**src/rtl/v14_pulse_gen_pkg.sv**
```systemverilog
// Shared constants and types for the v14 synthetic pulse source and its shaping filter.
// Keep PULSE_DECAY_SHIFT/PULSE_FRAC in step with the filter's M_14 coefficient.
package v14_parameters;

  localparam int unsigned PULSE_ADC_WIDTH   = 12;
  localparam int unsigned PULSE_BASELINE    = 100;
  localparam int unsigned PULSE_RISE_SHIFT  = 0;
  localparam int unsigned PULSE_DECAY_SHIFT = 4;
  localparam int unsigned PULSE_FRAC        = 4;
  localparam int unsigned PULSE_PERIOD_W    = 16;

  typedef enum logic [1:0] {
    IDLE  = 2'd0,
    RISE  = 2'd1,
    DECAY = 2'd2
  } pulse_state_t;

endpackage

```
**src/rtl/v14_pulse_gen_timer.sv**
```systemverilog
// Free-running auto-trigger counter: strobes fire_o once every period_i cycles.
// A new period is only adopted at a wrap; period_i == 0 parks the counter at 0.
module v14_pulse_timer
  import v14_parameters::*;
#(
  parameter int unsigned PERIOD_W = PULSE_PERIOD_W
) (
  input  logic                clk_i,
  input  logic                rst_i,
  input  logic [PERIOD_W-1:0] period_i,
  output logic                fire_o
);

  logic [PERIOD_W-1:0] cnt_q, cnt_d;
  logic [PERIOD_W-1:0] period_q, period_d;
  logic [PERIOD_W-1:0] eff_period;

  // period_q == 0 means "not yet latched": the live input is used until the first wrap.
  assign eff_period = (period_q == '0) ? period_i : period_q;
  assign fire_o     = (period_i != '0) && (cnt_q == eff_period - PERIOD_W'(1));

  always_comb begin
    cnt_d    = cnt_q + PERIOD_W'(1);
    period_d = period_q;
    if (period_i == '0) begin
      cnt_d    = '0;
      period_d = '0;
    end else if (fire_o) begin
      cnt_d    = '0;
      period_d = period_i;
    end else if (period_q == '0) begin
      period_d = period_i;
    end
  end

  always_ff @(posedge clk_i or posedge rst_i) begin
    if (rst_i) begin
      cnt_q    <= '0;
      period_q <= '0;
    end else begin
      cnt_q    <= cnt_d;
      period_q <= period_d;
    end
  end

endmodule

```
**src/rtl/v14_pulse_gen.sv**
```systemverilog
// Synthetic detector-pulse source: baseline plus piled-up exponential-decay pulses,
// one ADC-format sample per clock, triggered externally or by the auto timer.
module v14_pulse_gen
  import v14_parameters::*;
#(
  parameter int unsigned SIZE_ADC_DATA = PULSE_ADC_WIDTH,
  parameter int unsigned BASELINE      = PULSE_BASELINE,
  parameter int unsigned RISE_SHIFT    = PULSE_RISE_SHIFT,
  parameter int unsigned DECAY_SHIFT   = PULSE_DECAY_SHIFT,
  parameter int unsigned FRAC          = PULSE_FRAC
) (
  input  logic                     clk,
  input  logic                     reset,
  input  logic                     trig_valid,
  input  logic [SIZE_ADC_DATA-1:0] trig_amp,
  output logic                     trig_ready,
  input  logic [15:0]              auto_period,
  output logic [SIZE_ADC_DATA-1:0] output_data,
  output logic                     pulse_start,
  output logic                     busy
);

  localparam int unsigned ACC_W = SIZE_ADC_DATA + FRAC + 1;
  localparam int unsigned CNT_W = RISE_SHIFT + 1;
  localparam int unsigned OUT_W = SIZE_ADC_DATA + 2;

  localparam logic [ACC_W-1:0]         ACC_MAX  = {1'b0, {(ACC_W-1){1'b1}}};
  localparam logic [CNT_W-1:0]         RISE_LEN = CNT_W'(1) << RISE_SHIFT;
  localparam logic [OUT_W-1:0]         OUT_MAX  = {2'b00, {SIZE_ADC_DATA{1'b1}}};
  localparam logic [SIZE_ADC_DATA-1:0] OUT_RST  = SIZE_ADC_DATA'(BASELINE);

  pulse_state_t state_q, state_d;

  logic [ACC_W-1:0]         acc_q, acc_d;
  logic [ACC_W-1:0]         step_q, step_d;
  logic [CNT_W-1:0]         rise_cnt_q, rise_cnt_d;
  logic [SIZE_ADC_DATA-1:0] out_q, out_d;
  logic                     pulse_start_q;
  logic                     busy_q;

  logic             auto_fire;
  logic             accept;
  logic [ACC_W-1:0] step_new;
  logic [ACC_W-1:0] decayed;
  logic [ACC_W-1:0] base;
  logic [ACC_W-1:0] sum_new, sat_new;
  logic [ACC_W-1:0] sum_rise, sat_rise;
  logic [OUT_W-1:0] out_sum;

  v14_pulse_timer #(
    .PERIOD_W (16)
  ) u_timer (
    .clk_i    (clk),
    .rst_i    (reset),
    .period_i (auto_period),
    .fire_o   (auto_fire)
  );

  // External and auto requests merge here, so a coincidence yields one pulse.
  assign trig_ready = (state_q != RISE);
  assign accept     = trig_ready && (trig_valid || auto_fire);

  assign step_new = (ACC_W'(trig_amp) << FRAC) >> RISE_SHIFT;
  assign decayed  = acc_q - (acc_q >> DECAY_SHIFT);
  assign base     = (state_q == IDLE) ? '0 : decayed;

  // Operands never exceed ACC_MAX, so the spare top bit of the sum flags overflow.
  assign sum_new  = base + step_new;
  assign sat_new  = sum_new[ACC_W-1] ? ACC_MAX : sum_new;
  assign sum_rise = acc_q + step_q;
  assign sat_rise = sum_rise[ACC_W-1] ? ACC_MAX : sum_rise;

  always_comb begin
    state_d    = state_q;
    acc_d      = acc_q;
    step_d     = step_q;
    rise_cnt_d = rise_cnt_q;
    case (state_q)
      RISE: begin
        acc_d      = sat_rise;
        rise_cnt_d = rise_cnt_q - CNT_W'(1);
        if (rise_cnt_q == CNT_W'(1)) begin
          state_d = DECAY;
        end
      end
      default: begin
        if (accept) begin
          step_d     = step_new;
          rise_cnt_d = RISE_LEN;
          // A zero-length rise collapses into a single step on the accepting edge.
          if (RISE_SHIFT == 0) begin
            acc_d   = sat_new;
            state_d = DECAY;
          end else begin
            acc_d   = base;
            state_d = RISE;
          end
        end else if ((state_q == IDLE) || ((acc_q >> FRAC) == '0)) begin
          acc_d   = '0;
          state_d = IDLE;
        end else begin
          acc_d = decayed;
        end
      end
    endcase
  end

  assign out_sum = OUT_W'(acc_q >> FRAC) + OUT_W'(BASELINE);
  assign out_d   = (out_sum > OUT_MAX) ? OUT_MAX[SIZE_ADC_DATA-1:0]
                                       : out_sum[SIZE_ADC_DATA-1:0];

  always_ff @(posedge clk or posedge reset) begin
    if (reset) begin
      state_q       <= IDLE;
      acc_q         <= '0;
      step_q        <= '0;
      rise_cnt_q    <= '0;
      out_q         <= OUT_RST;
      pulse_start_q <= 1'b0;
      busy_q        <= 1'b0;
    end else begin
      state_q       <= state_d;
      acc_q         <= acc_d;
      step_q        <= step_d;
      rise_cnt_q    <= rise_cnt_d;
      out_q         <= out_d;
      pulse_start_q <= accept;
      busy_q        <= (state_d != IDLE);
    end
  end

  assign output_data = out_q;
  assign pulse_start = pulse_start_q;
  assign busy        = busy_q;

endmodule

```
**config.mk**
```make
export PLATFORM = sky130hd
export DESIGN_NAME = v14_pulse_gen
export DESIGN_NICKNAME = d
export VERILOG_FILES = /design/src/rtl/v14_pulse_gen_pkg.sv /design/src/rtl/v14_pulse_gen_timer.sv /design/src/rtl/v14_pulse_gen.sv
export SDC_FILE = /design/constraint.sdc
export NUM_CORES = 1
export LEC_CHECK = 0
export BUFFER_PORTS_ARGS = -buffer_cell sky130_fd_sc_hd__buf_2
export CORE_MARGIN = 1.5
export CORE_UTILIZATION = 40
export DETAILED_ROUTE_END_ITERATION = 16
export RECOVER_POWER = 25
export SLEW_MARGIN = 15
export SYNTH_ARGS = -nofsm -noshare
export SYNTH_HDL_FRONTEND = slang
export SYNTH_SLANG_ARGS = --single-unit
```
**constraint.sdc**
```tcl
create_clock -name clk -period 6.3 [get_ports clk]
set_input_delay 0.315 -clock clk [delete_from_list [all_inputs] [get_ports clk]]
set_output_delay 0.315 -clock clk [all_outputs]
set_load 0.01 [all_outputs]
```
==> metrics, run 1 <==
Final Max Tran Viols 79; Die Y 128 microns; Syn Nets 782; Die ar. 16300 sq um; clk root buf clkbuf_16; GRT overflow 0; adder-cell area share of the yosys netlist 0.0924; via count 5554; HPWL after DPL 12.0 mm; Reg clk slew, reported paths 0.06 ns; deepest clock path buffer count 2; CORE AREA 15100 sq um; reg2reg start acc_q[4]; yosys warns 0; WS Path Type flip-flop to flip-flop; Simple-Gate Fraction of Synth Area 0.224; Total Neg Setup Slack 0 ns; Nets 823; Setup violations, final 0; ys async rst share 1.00; CP endpoint kind flip-flop; Filler Cells Inserted 1445; final design utilization 0.457; post-synth top area share 0.303; Seq/Total Area, Yosys 0.315; Rows 45; fmax 190 MHz; total track usage 0.212; setup repair bufs after CTS 0; DR iter-0 viols 486; Tmin final 5.26 ns; Worst EP arrival 5.52 ns; Max IR drop VDD 0.000287 V; Post-Synth XOR/XNOR Area 0.100; DRC Markers 0; hold slack final 0.215 ns; crit path from acc_q[4]; CTS sink cnt 78; complex-gate fraction of the synthesized area 0.194; cts hold-fix bufs 0; ant diodes 0; total iterations of the first detailed-routing run 5; Crit Path Max Fanout 12; first-pass GRT wire length 27.3 mm; outcome finished, violations left; pre-CTS WS 1.21 ns; R2R Setup Slk 1.04 ns; largest net degree at the start of global routing 79; internal power 2.33 mW; slew at the pin with the worst max-slew slack 4.31 ns; failing checks capacitance limit, slew limit; Vias/cell 5.90; htree depth 3; post-synthesis mux area share 0.0357; Die X 128 microns; CP Capture Point acc_q[13]; Clk pwr share 0.133; cts bufs inserted 9; mapped cell area 6200 sq um; Reg2Reg Depth 22; Synth area leaders dfrtp_1 30%, ha_1 8.3%, xnor2_1 6.4%; I/O Pins 46; post-place instance area 6610 sq um; Syn Inst Count 707; Routed Wire Length 16.6 mm; Yosys top cell by area dfrtp_1; Crit path required time 6.56 ns; initial antenna violation count 0; switching part of the total 0.459; Comb power frac 0.683; Layout Skew 0.0102 ns; Buffers on Ports 45; vias in the first global route 5385; TritonCTS clock tree done; Yosys cell types 74; Slew headroom -1.88; capturing point of the worst reg2reg path acc_q[13]; P per Cell Area 624 nW/um^2; layout cells sized above 1 0.134; LEAKAGE 3.00 nW; Routed WL per cell 17.6 microns; final worst setup slack 1.04 ns; combinational family with the most area after synthesis simple AND/OR/NAND/NOR gates; syn_area_per_cell 8.77 sq um; RePlAce Congestion 0.876; Layout area overhead 11.6%; max-cap violation count 1; NetSw 1.98 mW; RSZ-0062 raised after global routing false; ANT nets after route 0; Post-synth top flop dfrtp_1; FF+latch count, synth 78; HP Class primary input to flip-flop; Initial Util 0.409; Reg power frac 0.184; cts repair resizes 0; Final Cycle Share 0.835; Hold Vio Cnt, Final 0; worst skew pair latency 0.36 ns; EDFF count, synth 0; Final Cell Area 6920 sq um; Worst setup SP type flip-flop
## routing by layer
| layer | vias to the layer above | global-route usage | wire length (microns) | share of wire |
|---|---|---|---|---|
| met2 | 202 | 0.322 | 7180 | 0.43 |
| li1 | 2666 | - | - | - |
| met3 | 21 | 0.0385 | 1070 | 0.065 |
| met4 | 0 | 0.0535 | 255 | 0.015 |
| met5 | - | 0 | 0 | 0 |
| met1 | 2665 | 0.311 | 8050 | 0.49 |
## registers in the layout, summed over array words and instances, names as in the netlist
| name | cells |
|---|---|
| rise_cnt_q | 1 |
| u_timer.period_q | 16 |
| state_q | 2 |
| acc_q | 17 |
| step_q | 12 |
| u_timer.cnt_q | 16 |
| output_data | 12 |
| busy | 1 |
| pulse_start | 1 |
## worst min-delay path by stage
stage | cells past startpoint | end | slack, ns | startpoint
3_5_place_dp | 1 | step_q[10] | 0.50 | step_q[10]
2_1_floorplan | 1 | rise_cnt_q | 0.46 | rise_cnt_q
6_report | 2 | step_q[7] | 0.22 | trig_amp[3]
5_1_grt | 2 | step_q[6] | 0.22 | trig_amp[2]
4_1_cts | 2 | step_q[7] | 0.22 | trig_amp[3]
3_3_place_gp | 1 | step_q[7] | 0.50 | step_q[7]
## worst max-delay path: stages (launching register included)
cell	delay [ns]
dfrtp_1	0.43
ha_1	0.19
inv_1	0.05
fa_1	0.39
a21oi_1	0.19
o211ai_1	0.16
o41ai_1	0.64
o21ai_0	0.18
a21oi_1	0.20
xor2_1	0.25
nor2_1	0.07
ha_1	0.24
nor3_1	0.14
o21ai_0	0.12
a31oi_1	0.28
nor2b_1	0.08
o21a_1	0.19
o41a_1	0.44
xnor2_1	0.18
a21oi_1	0.17
buf_4	0.22
o21ai_0	0.12
a22oi_1	0.22
## power by group through the flow
stage	clock (mW)	combinational, mW	sequential, mW
floorplan	0	2.28	0.773
global placement	0	2.84	0.799
detailed placement	0	2.87	0.805
CTS	0.580	2.92	0.796
global route	0.597	3.31	0.815
finish	0.573	2.95	0.797
## logic make-up after synthesis
logic type / Yosys count
simple gates: 265
compound gates: 177
flops: 78
xor+xnor: 71
buf+inv: 56
fa+ha+maj: 44
mux: 16
## cells in the final DEF (no fill, tap or decap), drive strengths merged, types with 11 or more instances in the layout
cell / Yosys / routed
a21oi: 36 / 36
a22oi: 22 / 22
a31oi: 12 / 12
buf: 7 / 50
clkbuf: 14 / 13
dfrtp: 75 / 75
ha: 41 / 41
inv: 34 / 33
mux2: 12 / 12
nand2: 37 / 37
nand2b: 21 / 21
nand3: 28 / 28
nor2: 80 / 80
nor2b: 11 / 11
nor3: 34 / 34
o21ai: 33 / 33
xnor2: 45 / 45
xor2: 26 / 26
## metrics by stage
stage	cells	power [mW]
2_1_floorplan	707	3.05
3_3_place_gp	925	3.64
3_5_place_dp	925	3.67
4_1_cts	941	4.29
5_1_grt	941	4.72
6_report	941	4.32
## synth_stat cells (all sizes together) (3+ instances only)
library cell,number
a211oi,10
a21boi,3
a21o,6
a21oi,36
a22oi,22
a311oi,3
a31oi,12
a41oi,3
and2,4
and3,10
buf,7
clkbuf,14
dfrtp,75
dfstp,3
fa,3
ha,41
inv,34
mux2,12
mux2i,3
nand2,37
nand2b,21
nand3,28
nand4,6
nor2,80
nor2b,11
nor3,34
nor4,10
nor4b,4
o211ai,8
o21a,6
o21ai,33
o21bai,8
o2bb2ai,3
o311ai,4
o41ai,3
or2,6
or3,3
or4,4
xnor2,45
xor2,26
## cell type report
class                   instances  area (sq um)  area share
repair buffers                 51           267      0.0385
inverters                      35           133      0.0192
well taps                     188           235      0.0340
multi-input cells             573          4010       0.580
clock buffers                  12           246      0.0356
flip-flops and latches         78          1960       0.283
clock inverters                 4          70.1      0.0101
Power figures use the tool's default switching activity.
==> inputs of run 2 (changes only) <==
==> constraint.sdc (replaced) <==
create_clock -name clk -period 5.1 [get_ports clk]
set_input_delay 0.255 -clock clk [delete_from_list [all_inputs] [get_ports clk]]
set_output_delay 0.255 -clock clk [all_outputs]
set_load 0.01 [all_outputs]
==> run 2 against run 1 <==
Flip-flop and latch count stayed put. Clock skew increased by 0.0053 ns. Cell count increased by 1.2%. Wire length up 1.5%. Sequential share of layout area fell by 0.38 points. Utilization increased by 0.62 points. Die area stayed put. First-iteration DRC count grew 14%. Non-clock buffer count grew 11. Combinational power up 27%. The flow still finishes with violations (capacitance limit, slew limit). Worst setup slack got worse by 0.73 ns. Global-route usage rose by 0.12 points.
==> metrics, run 2 (synthesized netlist as in run 1, its figures left out) <==
Filler Cells Inserted 1464; WS Path Type flip-flop to flip-flop; DRC Markers 0; Crit Path Max Fanout 12; Reg clk slew, reported paths 0.07 ns; Layout area overhead 13.1%; total track usage 0.213; placed cells 936; failing checks capacitance limit, slew limit; LEAKAGE 3.04 nW; Setup violations, final 0; vias in the first global route 5409; top flop regs acc_q (17), u_timer.cnt_q (16), u_timer.period_q (16); deepest clock path buffer count 2; worst skew pair latency 0.35 ns; Die X 128 microns; initial antenna violation count 0; Die ar. 16300 sq um; Routed WL per cell 17.7 microns; Initial Util 0.409; Post-Layout Cell Count 952; clk root buf clkbuf_16; I/O Pins 46; CORE AREA 15100 sq um; hold slack final 0.169 ns; Worst setup SP type flip-flop; max FFs per register 17; commonest non-fill, non-tap cells in the layout 80 x nor2_1, 75 x dfrtp_1, 45 x xnor2_1, 45 x buf_2, 41 x ha_1; htree depth 3; DR iter-0 viols 554; capturing point of the worst reg2reg path acc_q[8]; ANT nets after route 0; Max IR drop VDD 0.000382 V; Total Neg Setup Slack 0 ns; outcome finished, violations left; cts repair resizes 0; TritonCTS clock tree done; Worst EP arrival 5.05 ns; cts bufs inserted 9; largest net degree at the start of global routing 79; cts hold-fix bufs 0; P per Cell Area 769 nW/um^2; max-cap violation count 1; Reg with most FFs acc_q; HPWL after DPL 12.4 mm; ant diodes 0; RePlAce Congestion 0.884; Vias/cell 5.97; Slew headroom -1.91; Hold Path Stages 2; total iterations of the first detailed-routing run 5; Crit path required time 5.36 ns; HP Class primary input to flip-flop; Tmin final 4.79 ns; layout cells sized above 1 0.153; first-pass GRT wire length 27.4 mm; post-place instance area 6690 sq um; Nets 834; commonest non-fill, non-tap cell in the layout nor2_1; hold_sp trig_amp[3]; Die Y 128 microns; Buffers on Ports 45; Layout Skew 0.0155 ns; Routed Wire Length 16.8 mm; R2R Setup Slk 0.31 ns; via count 5683; Rows 45; GRT overflow 0; Final Max Tran Viols 79; Hold Vio Cnt, Final 0; CTS sink cnt 78; slew at the pin with the worst max-slew slack 4.37 ns; final design utilization 0.463; CP endpoint kind flip-flop; Hold Path End step_q[7]; setup repair bufs after CTS 0; Reg2Reg Depth 20; reg2reg start acc_q[4]; Final Cell Area 7010 sq um; Final Cycle Share 0.940; fmax 209 MHz
-- run 2: cell types whose count changed in the layout (fill, tap and decap cells not counted), sizes merged --
cell	previous run	this run
buf	50	61
bufinv	2	1
clkbuf	13	10
clkinv	3	2
clkinvlp	1	4
inv	33	35
-- run 2: layer usage --
metal	vias to the layer above	part of all wire	track usage
li1	2676	-	-
met1	2770	0.49	0.316
met2	213	0.44	0.320
met3	24	0.062	0.0322
met4	0	0.015	0.0635
met5	-	0	0
-- run 2: power breakdown --
part / leakage (nW) / internal, mW / switching (mW) / total, mW
Clock: 0.140 / 0.385 / 0.295 / 0.680
Combinational: 1.96 / 1.69 / 2.07 / 3.76
Sequential: 0.943 / 0.806 / 0.150 / 0.956
Total: 3.04 / 2.88 / 2.51 / 5.39
-- run 2: area by class of cell --
type | count | area (sq um) | area share
inverters | 35 | 133 | 0.0189
well taps | 188 | 235 | 0.0335
multi-input cells | 573 | 4040 | 0.575
clock buffers | 9 | 225 | 0.0321
clock inverters | 7 | 81.3 | 0.0116
flip-flops and latches | 78 | 1960 | 0.279
repair buffers | 62 | 349 | 0.0498
-- run 2: worst max path at each step --
stage / startpoint / end / cells after the start / slack (ns)
2_1_floorplan: acc_q[0] / acc_q[10] / 23 / 0.56
3_3_place_gp: acc_q[4] / acc_q[7] / 22 / 0.49
3_5_place_dp: acc_q[4] / acc_q[8] / 22 / 0.30
4_1_cts: acc_q[4] / acc_q[8] / 22 / 0.25
5_1_grt: acc_q[4] / acc_q[13] / 20 / -0.02
6_report: acc_q[4] / acc_q[8] / 20 / 0.31
-- run 2: critical path, cell delays in order, from the launching register on --
cell and delay, ns:
dfrtp_1 0.43, ha_1 0.20, inv_1 0.05, fa_1 0.40, a21oi_1 0.22, o211ai_1 0.18
or2_2 0.32, xnor2_1 0.19, nor2_1 0.07, ha_1 0.33, a211oi_1 0.35, o21ai_0 0.18
a31oi_2 0.25, nor2b_1 0.07, o21a_1 0.18, o41a_1 0.43, xnor2_1 0.17, a21oi_1 0.15
buf_4 0.20, o21ai_0 0.11, a22oi_1 0.22
-- run 2: metrics by stage --
stage                     worst slack (ns)  power, mW
after global placement               0.488       4.55
after floorplan                      0.561       3.77
after detailed placement             0.299       4.59
after global routing               -0.0158       5.87
after CTS                            0.246       5.32
final                                0.308       5.39
